<file path="src/rtl/acc_share_pkg.sv">
// Shared definitions for the accumulator-sharing arbiter: state encoding and
// default datapath sizes.
package acc_share_pkg;

    localparam int DEF_DATA_W    = 16;
    localparam int DEF_BLOCK_LEN = 8;

    localparam logic [1:0] ST_IDLE = 2'd0;
    localparam logic [1:0] ST_FEED = 2'd1;
    localparam logic [1:0] ST_WAIT = 2'd2;

endpackage

</file>
<file path="src/rtl/acc_share_arbiter_rr_pick.sv">
// Two-way round-robin selector: the requester that did not win last time is
// preferred, otherwise whichever one is requesting.
module acc_rr_pick (
    input  logic [1:0] req_i,
    input  logic       last_grant_i,
    output logic       gnt_valid_o,
    output logic       gnt_id_o
);

    logic pref_s;

    // Preference flips away from the previous winner.
    always_comb begin
        pref_s      = ~last_grant_i;
        gnt_valid_o = |req_i;
        if (req_i[pref_s]) begin
            gnt_id_o = pref_s;
        end else begin
            gnt_id_o = ~pref_s;
        end
    end

endmodule

</file>
<file path="src/rtl/acc_share_arbiter.sv">
// Shares one block accumulator between two requester streams: a requester owns
// the actor for a full block, and the single result is routed back to it.
module acc_share_arbiter
    import acc_share_pkg::*;
#(
    parameter int DATA_W    = DEF_DATA_W,
    parameter int BLOCK_LEN = DEF_BLOCK_LEN,
    parameter int CNT_W     = 4
) (
    input  logic              clock,
    input  logic              reset,
    input  logic              in0_empty,
    input  logic [DATA_W-1:0] in0,
    output logic              in0_rd,
    input  logic              in1_empty,
    input  logic [DATA_W-1:0] in1,
    output logic              in1_rd,
    output logic              acc_in_empty,
    output logic [DATA_W-1:0] acc_in_data,
    input  logic              acc_in_rd,
    input  logic [DATA_W-1:0] acc_out_data,
    input  logic              acc_out_wr,
    output logic              acc_out_full,
    input  logic              out0_full,
    output logic [DATA_W-1:0] out0,
    output logic              out0_wr,
    input  logic              out1_full,
    output logic [DATA_W-1:0] out1,
    output logic              out1_wr,
    output logic              owner,
    output logic              busy,
    output logic              err
);

    localparam logic [CNT_W-1:0] LAST_CNT = CNT_W'(BLOCK_LEN - 1);

    logic [1:0]       state_q, state_d;
    logic             owner_q, owner_d;
    logic             last_q, last_d;
    logic [CNT_W-1:0] count_q, count_d;
    logic             err_q, err_d;

    logic own_empty_s, own_full_s;
    logic gnt_valid_s, gnt_id_s;
    logic in_xfer_s, out_xfer_s;

    acc_rr_pick u_pick (
        .req_i        ({~in1_empty, ~in0_empty}),
        .last_grant_i (last_q),
        .gnt_valid_o  (gnt_valid_s),
        .gnt_id_o     (gnt_id_s)
    );

    // Handshake steering: only the owner's FIFOs ever see rd/wr or data.
    always_comb begin
        own_empty_s  = owner_q ? in1_empty : in0_empty;
        own_full_s   = owner_q ? out1_full : out0_full;
        in0_rd       = 1'b0;
        in1_rd       = 1'b0;
        out0_wr      = 1'b0;
        out1_wr      = 1'b0;
        out0         = '0;
        out1         = '0;
        acc_in_empty = 1'b1;
        acc_in_data  = '0;
        acc_out_full = 1'b1;
        case (state_q)
            ST_FEED: begin
                acc_in_empty = own_empty_s;
                acc_in_data  = owner_q ? in1 : in0;
                if (owner_q) begin
                    in1_rd = acc_in_rd & ~own_empty_s;
                end else begin
                    in0_rd = acc_in_rd & ~own_empty_s;
                end
            end
            ST_WAIT: begin
                acc_out_full = own_full_s;
                if (owner_q) begin
                    out1    = acc_out_data;
                    out1_wr = acc_out_wr & ~own_full_s;
                end else begin
                    out0    = acc_out_data;
                    out0_wr = acc_out_wr & ~own_full_s;
                end
            end
            default: begin
            end
        endcase
    end

    assign in_xfer_s  = (state_q == ST_FEED) & acc_in_rd & ~own_empty_s;
    assign out_xfer_s = (state_q == ST_WAIT) & acc_out_wr & ~own_full_s;

    // Next-state: grant in IDLE, count a block in FEED, release on result delivery.
    always_comb begin
        state_d = state_q;
        owner_d = owner_q;
        last_d  = last_q;
        count_d = count_q;
        err_d   = err_q | (acc_in_rd & acc_in_empty) | (acc_out_wr & acc_out_full);
        case (state_q)
            ST_IDLE: begin
                if (gnt_valid_s) begin
                    owner_d = gnt_id_s;
                    count_d = '0;
                    state_d = ST_FEED;
                end else begin
                    state_d = ST_IDLE;
                end
            end
            ST_FEED: begin
                if (in_xfer_s && (count_q == LAST_CNT)) begin
                    state_d = ST_WAIT;
                end else if (in_xfer_s) begin
                    count_d = count_q + CNT_W'(1);
                end else begin
                    state_d = ST_FEED;
                end
            end
            ST_WAIT: begin
                if (out_xfer_s) begin
                    last_d  = owner_q;
                    state_d = ST_IDLE;
                end else begin
                    state_d = ST_WAIT;
                end
            end
            default: begin
                state_d = ST_IDLE;
            end
        endcase
    end

    // State registers; last_grant resets to 1 so requester 0 wins first.
    always_ff @(posedge clock or negedge reset) begin
        if (!reset) begin
            state_q <= ST_IDLE;
            owner_q <= 1'b0;
            last_q  <= 1'b1;
            count_q <= '0;
            err_q   <= 1'b0;
        end else begin
            state_q <= state_d;
            owner_q <= owner_d;
            last_q  <= last_d;
            count_q <= count_d;
            err_q   <= err_d;
        end
    end

    assign owner = owner_q;
    assign busy  = (state_q != ST_IDLE);
    assign err   = err_q;

endmodule
</file>
<file path="config.mk">
export PLATFORM = sky130hd
export DESIGN_NAME = acc_share_arbiter
export DESIGN_NICKNAME = d
export VERILOG_FILES = /design/src/rtl/acc_share_pkg.sv /design/src/rtl/acc_share_arbiter_rr_pick.sv /design/src/rtl/acc_share_arbiter.sv
export SDC_FILE = /design/constraint.sdc
export NUM_CORES = 1
export LEC_CHECK = 0
export BUFFER_PORTS_ARGS = -buffer_cell sky130_fd_sc_hd__buf_2
export CAP_MARGIN = 10
export CELL_PAD_IN_SITES_DETAIL_PLACEMENT = 0
export CELL_PAD_IN_SITES_GLOBAL_PLACEMENT = 1
export CORE_ASPECT_RATIO = 0.5
export CORE_UTILIZATION = 22
export DETAILED_ROUTE_END_ITERATION = 10
export GPL_TIMING_DRIVEN = 0
export HOLD_SLACK_MARGIN = 0.06
export PLACE_DENSITY = 0.9
export SLEW_MARGIN = 20
export SYNTH_ARGS = -nofsm -noshare
export SYNTH_HDL_FRONTEND = slang
export SYNTH_SLANG_ARGS = --single-unit
</file>
<file path="constraint.sdc">
create_clock -name clock -period 4.15 [get_ports clock]
set_input_delay 0.6225 -clock clock [delete_from_list [all_inputs] [get_ports clock]]
set_output_delay 0.6225 -clock clock [all_outputs]
set_load 0.05 [all_outputs]
</file>
Yosys cells after proc, flatten, opt, wreduce, memory -nomap -nowiden --
Index checks and enable logic that the tools add are counted.
Storage, ports and cells: memories 0, input port bits 56, output and inout bits 57, logic and storage cells 67, bits in read-only memories 0, bits in latches 0, register bits after elaboration 9, memory bits (writable) 0
Cells by class: div/mod/pow operators 0, add/sub/neg operators 1, equality and inequality tests 7, reduce and logical (&&, ||, !) cells 8, multiply operators 0, muxes and demuxes 30, shift operators 0, bitwise operators 15, $lt $le $gt $ge 1
Operators by type and width (number):
- $mux W16 | 6
- $mux W1 | 16
- $mux W4 | 3
- $and A1 B1 Y1 | 8
- $pmux W4 S2 | 1
- $mux W2 | 3
- $ne A2 B2 Y1 const B | 3
- $pmux W2 S3 | 1
- $not A1 Y1 | 5
- $add A4 B1 Y4 const B | 1
- $eq A4 B3 Y1 const B | 1
- $reduce_and A2 Y1 | 2
- $reduce_and A4 Y1 | 1
- $reduce_bool A2 Y1 | 2
- $ne A3 B2 Y1 const B | 1
- $eq A2 B1 Y1 const B | 1
- $eq A2 B2 Y1 const B | 1
- $logic_not A2 Y1 | 1
- $lt A1 B2 Y1 const B | 1
- $or A1 B1 Y1 | 2
- $reduce_or A2 Y1 | 1
- $logic_and A1 B1 Y1 | 1

Logic depth before layout (Yosys ltp) --
Gate-level depths: netlist of the first run.
word-level depth 6, gate-level depth with buffers 5, gate-level depth less buffers 4

Modules after synthesis --
Synthesis of the first run repeated with hierarchy kept, for this count alone.
Second synthesis, totals: cell total of the unflattened synthesis 128, area, all modules 994.7 µm²
Modules (own cells, without submodules):
- acc_share_arbiter | sequential area each 226.5 µm², area an instance 974.7 µm², cells each 125, times used 1
- acc_rr_pick | sequential area each 0.0 µm², area an instance 20.0 µm², cells each 3, times used 1

Worst setup path after synthesis of the first run --
OpenSTA, ideal clock, no wires.
path kind register -> output, from register owner_q, in the netlist owner, to output in1_rd, required time 3.527 ns, arrival time 2.351 ns, stages on the path, launching flop included 5, buffers on the path 2, setup slack 1.177 ns, cells stage by stage dfrtp_1 > buf_2 > inv_1 > clkbuf_1 > nor3_1
Between the ends: cells in the longest elaborated chain, start to end 5
RTL lines:
- from (decl) | RTL line acc_share_arbiter.sv:38 | logic owner_q, owner_d;
- from (signal assigned) | RTL line acc_share_arbiter.sv:145 | owner_q <= owner_d;
- $mux W1 | RTL line acc_share_arbiter.sv:56 | own_empty_s = owner_q ? in1_empty : in0_empty;
- $not A1 Y1 | RTL line acc_share_arbiter.sv:72 | in1_rd = acc_in_rd & ~own_empty_s;
- $and A1 B1 Y1 | RTL line acc_share_arbiter.sv:72
- $mux W1 * | RTL line acc_share_arbiter.sv:71 | if (owner_q) begin
- $mux W1 * | RTL line acc_share_arbiter.sv:67 | case (state_q)
- to (decl) | RTL line acc_share_arbiter.sv:17 | output logic in1_rd,
Every way passes the cells marked *; elsewhere a longest branch is shown, timed or not.

Worst setup path in the final report of the first run --
from register owner_q, in the netlist owner, to output out0[12]
Between the ends: cells in the longest elaborated chain, start to end 2
RTL lines:
- $mux W16 | RTL line acc_share_arbiter.sv:79 | if (owner_q) begin
- $mux W16 | RTL line acc_share_arbiter.sv:67
- to (decl) | RTL line acc_share_arbiter.sv:25 | output logic [DATA_W-1:0] out0,
Every way passes these cells.

==> out/metrics.cfg, run 1 <==
[floorplan]
die_x_um = 96.1
start_util = 0.240
num_io_pins = 113
die_h_um = 49.1
rows = 16
core_sq_mm = 0.00406
die_area_sq_mm = 0.00472

[critical_path]
r2r_slack_ps = 2540
crit_path_frequent_cell = buf_2
critPathLaunch = owner
crit_chain = buf_2, inv_1, clkbuf_1, and3_1, buf_2
rr_endpoint = count_q[0]
required_ps = 3530
startpoint_type = register
cp_slowest_stage_delay_ps = 390
cp.arrival_ps = 1850
critical_path.slowest_cell = dfrtp_1
r2r-start = state_q[1]
crit_path_end = out0[12]
end_kind = primary output
crit_type = reg2out
crit_fanout = 10
reg2reg_depth = 4

[global_route]
grt_pass1_wl_mm = 5.91
grt_pass1_vias = 1330
antenna_found_initial = 0
overflow = 0
grt_usage = 0.159
grt_max_degree = 11

[cts]
cts.htree.levels = 1
cts_tree = yes
root_buffer = clkbuf_8
clkTransAtPathRegs_ps = 40
holdBufCountCts = 0
cts_buffers = 3
cts_resized = 0
cts_setup_buffers = 0
cts_sinks = 9
cts_buffer_depth = 2
worstSkewPairLatency_ps = 230

[flow_run]
maxCapViolCount = 0

[yosys]
async_flop_share = 1.00
synth_common_cells = and3_1 (32), nor2_1 (23), mux2i_1 (19), dfrtp_1 (8), clkbuf_1 (6)
synth_top_area_frac = 0.205
synth.net_count = 183
synth_seq_area_share = 0.232
syn_area_sq_um = 975
yosysTopAreaCell = and3_1
avgSynthCellArea_sq_um = 7.74
synth_cells = 126
synth_ff_type = dfrtp_1
yosysMostFrequentCell = and3_1
synthTopCellsByArea = and3_1 (21%), dfrtp_1 (21%), mux2i_1 (20%)
ys_seq_elements = 9
yosysWarningCount = 0
synth-edff-count = 0
ys_types = 28

[timing]
fmax_mhz = 405
slew_violations = 0
setup_violations = 0
min_period_over_period = 0.595
slew_headroom = 0.732
worst_slack_ps = 1680
worst_pin_slew_ps = 401
rsz0062_at_grt = false
finClkSkew_ps = 3.34
setup-tns-final_ps = 0
finalHoldViolations = 0
post-route-min-period_ps = 2470

[power_and_ir_drop]
p_seq_frac = 0.132
power_density_mw_per_mm2 = 678
power.static_leakage_uw = 0.00112
sw_frac_of_total = 0.615
power.internal_uw = 430
pwr-share-comb = 0.779
switching_power_uw = 687
p_clk_frac = 0.089
ir_worst_vdd_mv = 0.265

[route]
dr.pass1.iters = 4
vias = 1372
wl_mm = 3.73
drt-vias-per-instance = 4.64
wl_per_cell_um = 12.6
drt_iter0_markers = 37
postRouteAntennaNets = 0
drc = 0

[layout]
antenna_cells = 0
fillers = 424
final_layout_size_suffix_gt1_frac = 0.508
area_delta_synth_final_pct = 69.1
nets = 300

[placed_design]
dp_slack_ps = 1950
place.gp.congestion = 0.751
port_buffers = 112
dp_hpwl_mm = 3.14

[worst_hold_path]
hold_path.class = in2async

[run_status]
status = finished, final reports clean

==> cells by family (layout without fill, tap and decap cells) <==
family	Yosys count	count (layout)	synth area share
AO/OA/AOI/OAI	12	12	0.109
multiplexers	20	20	0.211
buffers and inverters	13	129	0.0539
AND/OR/NAND/NOR	71	71	0.381
adder cells (fa/ha/maj)	1	1	0.0128
flip-flops	9	9	0.232
==> sequential cells by signal, summed over array words and instances (netlist names) <==
name,cells
count_q,4
state_q,2
err,1
last_q,1
owner,1
==> worst min-delay path by stage <==
stage | cells after the start | to | startpoint
6_report | 1 | owner | reset
4_1_cts | 1 | count_q[0] | reset
3_3_place_gp | 1 | err | err
5_1_grt | 1 | owner | reset
2_1_floorplan | 0 | count_q[0] | reset
3_5_place_dp | 1 | err | err
==> stage by stage <==
step / hold WS (ps) / instances / instance area, sq um / power (uW) / utilization
finish: 243 / 296 / 1650 / 1120 / 0.405
floorplan: 327 / 126 / 975 / 835 / -
CTS: 245 / 296 / 1650 / 1120 / 0.405
detailed placement: 471 / 292 / 1600 / 1020 / 0.394
global route: 247 / 296 / 1650 / 1190 / 0.405
global placement: 464 / 292 / 1600 / 1010 / 0.394
==> routing by layer <==
layer  GRT usage  vias to the layer above  part of all wire
li1            -                      679                 -
met4      0.0697                        0             0.023
met2       0.299                       26              0.55
met1       0.164                      655              0.40
met3      0.0421                       12             0.026
met5           0                        -                 0
==> worst max-delay path, delay by kind of cell (launching register included) <==
family | cells | cell delay, ps
flip-flops | 1 | 390
AND/OR/NAND/NOR | 1 | 220
buffers and inverters | 4 | 1010
==> power groups by stage <==
stage / Sequential, uW / Combinational, uW / Clock (uW)
after floorplan: 160 / 675 / 0
after global placement: 147 / 862 / 0
after detailed placement: 149 / 873 / 0
after CTS: 148 / 874 / 102
after global routing: 153 / 927 / 107
final: 147 / 870 / 99.0
==> cell type report <==
cell class | instances | area [sq um] | area share
Multi-Input combinational cell | 104 | 696 | 0.422
Timing Repair Buffer | 112 | 561 | 0.340
Sequential cell | 9 | 226 | 0.137
Tap cell | 54 | 67.6 | 0.0410
Clock buffer | 4 | 45.0 | 0.0273
Buffer | 10 | 41.3 | 0.0251
Inverter | 3 | 11.3 | 0.00683
==> cell usage in the layout (no fill, tap or decap) <==
cell	n
nand2b_1	2
and2_1	1
clkbuf_1	7
nor2_1	23
nand2_1	5
nor3_1	2
inv_1	3
buf_1	1
mux2i_1	19
o41ai_2	1
nand4_1	1
buf_2	115
dfrtp_1	8
dfstp_2	1
and2b_1	2
mux2_4	1
o32a_1	1
clkbuf_8	3
and3_1	32
a221o_1	1
nand3_1	2
a211oi_1	1
o21bai_4	1
a21o_1	3
or2_2	1
ha_1	1
a31oi_1	1
o21ai_0	2
a21oi_1	1
Note: power is estimated with default switching activity, not from simulation.
==> run 2: changes to the inputs <==
Settings changed: ABC_AREA set to 1, CORE_UTILIZATION 22 to 20, PLACE_DENSITY 0.9 to 0.84.
Clock period 4.15 ns to 2.6 ns, I/O delays scaled along.
==> out/metrics.cfg, run 2 <==
[layout]
antenna_cells = 0
largest_register_ffs = 4
fillers = 548
regMostFlops = count_q
layout_common_cells = buf_2 (118), nand2_1 (56), nor3_1 (32)
largestRegisters = count_q (4), state_q (2)
final_layout_size_suffix_gt1_frac = 0.448
area_delta_synth_final_pct = 67.1
final_common_cell = buf_2
nets = 357

[yosys]
synthTopCellsByArea = nand2_1 (20%), dfrtp_1 (19%), nor3_1 (15%)
ys_seq_elements = 9
yosysWarningCount = 0
ys_types = 24
synth_common_cells = nand2_1 (56), nor3_1 (32), inv_1 (25), a21oi_1 (17)
async_flop_share = 1.00
yosysTopAreaCell = nand2_1
synth.net_count = 239
synth_top_area_frac = 0.200
yosysMostFrequentCell = nand2_1
synth_cells = 182
synth_ff_type = dfrtp_1
syn_area_sq_mm = 0.00105
synth-edff-count = 0
synth_seq_area_share = 0.216
avgSynthCellArea_sq_um = 5.76

[timing]
min_period_over_period = 0.783
finalHoldViolations = 0
slew_headroom = 0.718
fmax_mhz = 491
worst_pin_slew_ps = 423
rsz0062_at_grt = false
worst_slack_ps = 565
post-route-min-period_ps = 2030
setup-tns-final_ps = 0
finClkSkew_ps = 3.90
setup_violations = 0
slew_violations = 0

[cts]
cts_tree = yes
holdBufCountCts = 1
worstSkewPairLatency_ps = 230
cts.htree.levels = 1
cts_buffer_depth = 2
clkTransAtPathRegs_ps = 50
cts_buffers = 3
cts_setup_buffers = 0
cts_sinks = 9
root_buffer = clkbuf_8
cts_resized = 0

[critical_path]
critical_path.slowest_cell = dfrtp_1
end_kind = primary output
crit_type = reg2out
critPathTopFamily = buffers and inverters
crit_chain = inv_2, clkbuf_1, nand2_1, a21oi_1, buf_2
startpoint_type = register
cp_slowest_stage_delay_ps = 390
crit_fanout = 10
cp.arrival_ps = 1640
path_buf_inv = 3
required_ps = 2210

[route]
drt_iter0_markers = 56
wl_met1_mm = 1.58
vias = 1582
highest_layer = met4
dr.pass1.iters = 4
dr_wl_met2_mm = 2.01
wl_mm = 3.78
postRouteAntennaNets = 0
drc = 0
wl_per_cell_um = 10.2
drt-vias-per-instance = 4.29
dr_wl_met3_um = 155

[power_and_ir_drop]
ir_worst_vdd_mv = 0.490
power.static_leakage_uw = 0.00106
power_density_mw_per_mm2 = 1030

[floorplan]
core_sq_mm = 0.00498
die_x_um = 104
start_util = 0.211
die_h_um = 53.2
rows = 18
die_area_sq_mm = 0.00555
num_io_pins = 113

[placed_design]
dp_slack_ps = 799
port_buffers = 112
dp_hpwl_mm = 3.12
place.gp.congestion = 0.743

[global_route]
overflow = 0
grt_usage = 0.131
grt_max_degree = 11
grt_pass1_vias = 1297
grt_pass1_wl_mm = 5.77
antenna_found_initial = 0

[flow_run]
maxCapViolCount = 0

[run_status]
status = finished, final reports clean

[worst_hold_path]
hold_path.class = in2reg

[run 2: per-layer routing]
| metal | track usage | up-vias |
|---|---|---|
| met5 | 0 | - |
| met4 | 0.0429 | 0 |
| met3 | 0.0135 | 5 |
| met2 | 0.258 | 43 |
| met1 | 0.153 | 721 |
| li1 | - | 813 |
[run 2: area by class of cell]
cell class                 instances  area (sq um)  share of cell area
clock buffer                       4          45.0              0.0257
inverter                          26          97.6              0.0557
sequential                         9           226               0.129
tap                               70          87.6              0.0500
timing repair buffer             113           571               0.326
buffer                            11          52.6              0.0300
multi-input combinational        136           672               0.384
[run 2: tightest hold or removal path: stages]
cell and delay [ps]:
buf_2 100, a21oi_1 60, nand2_1 40
[run 2: stage by stage]
| step | power [uW] | utilization | hold slack, ps | cell area [sq um] | cells |
|---|---|---|---|---|---|
| 2_1_floorplan | 1320 | - | 94.4 | 1050 | 182 |
| 3_3_place_gp | 1630 | 0.341 | 253 | 1700 | 364 |
| 3_5_place_dp | 1660 | 0.341 | 252 | 1700 | 364 |
| 4_1_cts | 1830 | 0.352 | 391 | 1750 | 369 |
| 5_1_grt | 1940 | 0.352 | 412 | 1750 | 369 |
| 6_report | 1800 | 0.352 | 390 | 1750 | 369 |
[run 2: kinds of logic (layout without fill, tap and decap cells)]
logic type	count (synthesis)	in the layout	share of synthesized area
flops	9	9	0.216
compound gates	20	20	0.105
xor+xnor	1	1	0.00835
fa+ha+maj	1	1	0.0119
buf+inv	37	154	0.143
simple gates	114	114	0.516
[run 2: final timing paths]
check | from | endpoint | slack (ps) | cells past startpoint
max in group asynchronous | reset | last_q | 1820 | 2
hold reg to reg | err | err | 450 | 2
setup reg to reg | count_q[0] | count_q[2] | 1340 | 7
hold / removal | acc_in_rd | err | 390 | 3
setup / recovery | owner | acc_in_data[14] | 570 | 5
min in group asynchronous | reset | err | 530 | 2
[run 2: where the power goes]
| part | switching [uW] | internal [uW] | total [uW] | leakage (uW) |
|---|---|---|---|---|
| sequential | 42.5 | 181 | 224 | 0.000106 |
| combinational | 1080 | 332 | 1420 | 0.000933 |
| clock | 55.3 | 107 | 162 | 0.0000228 |
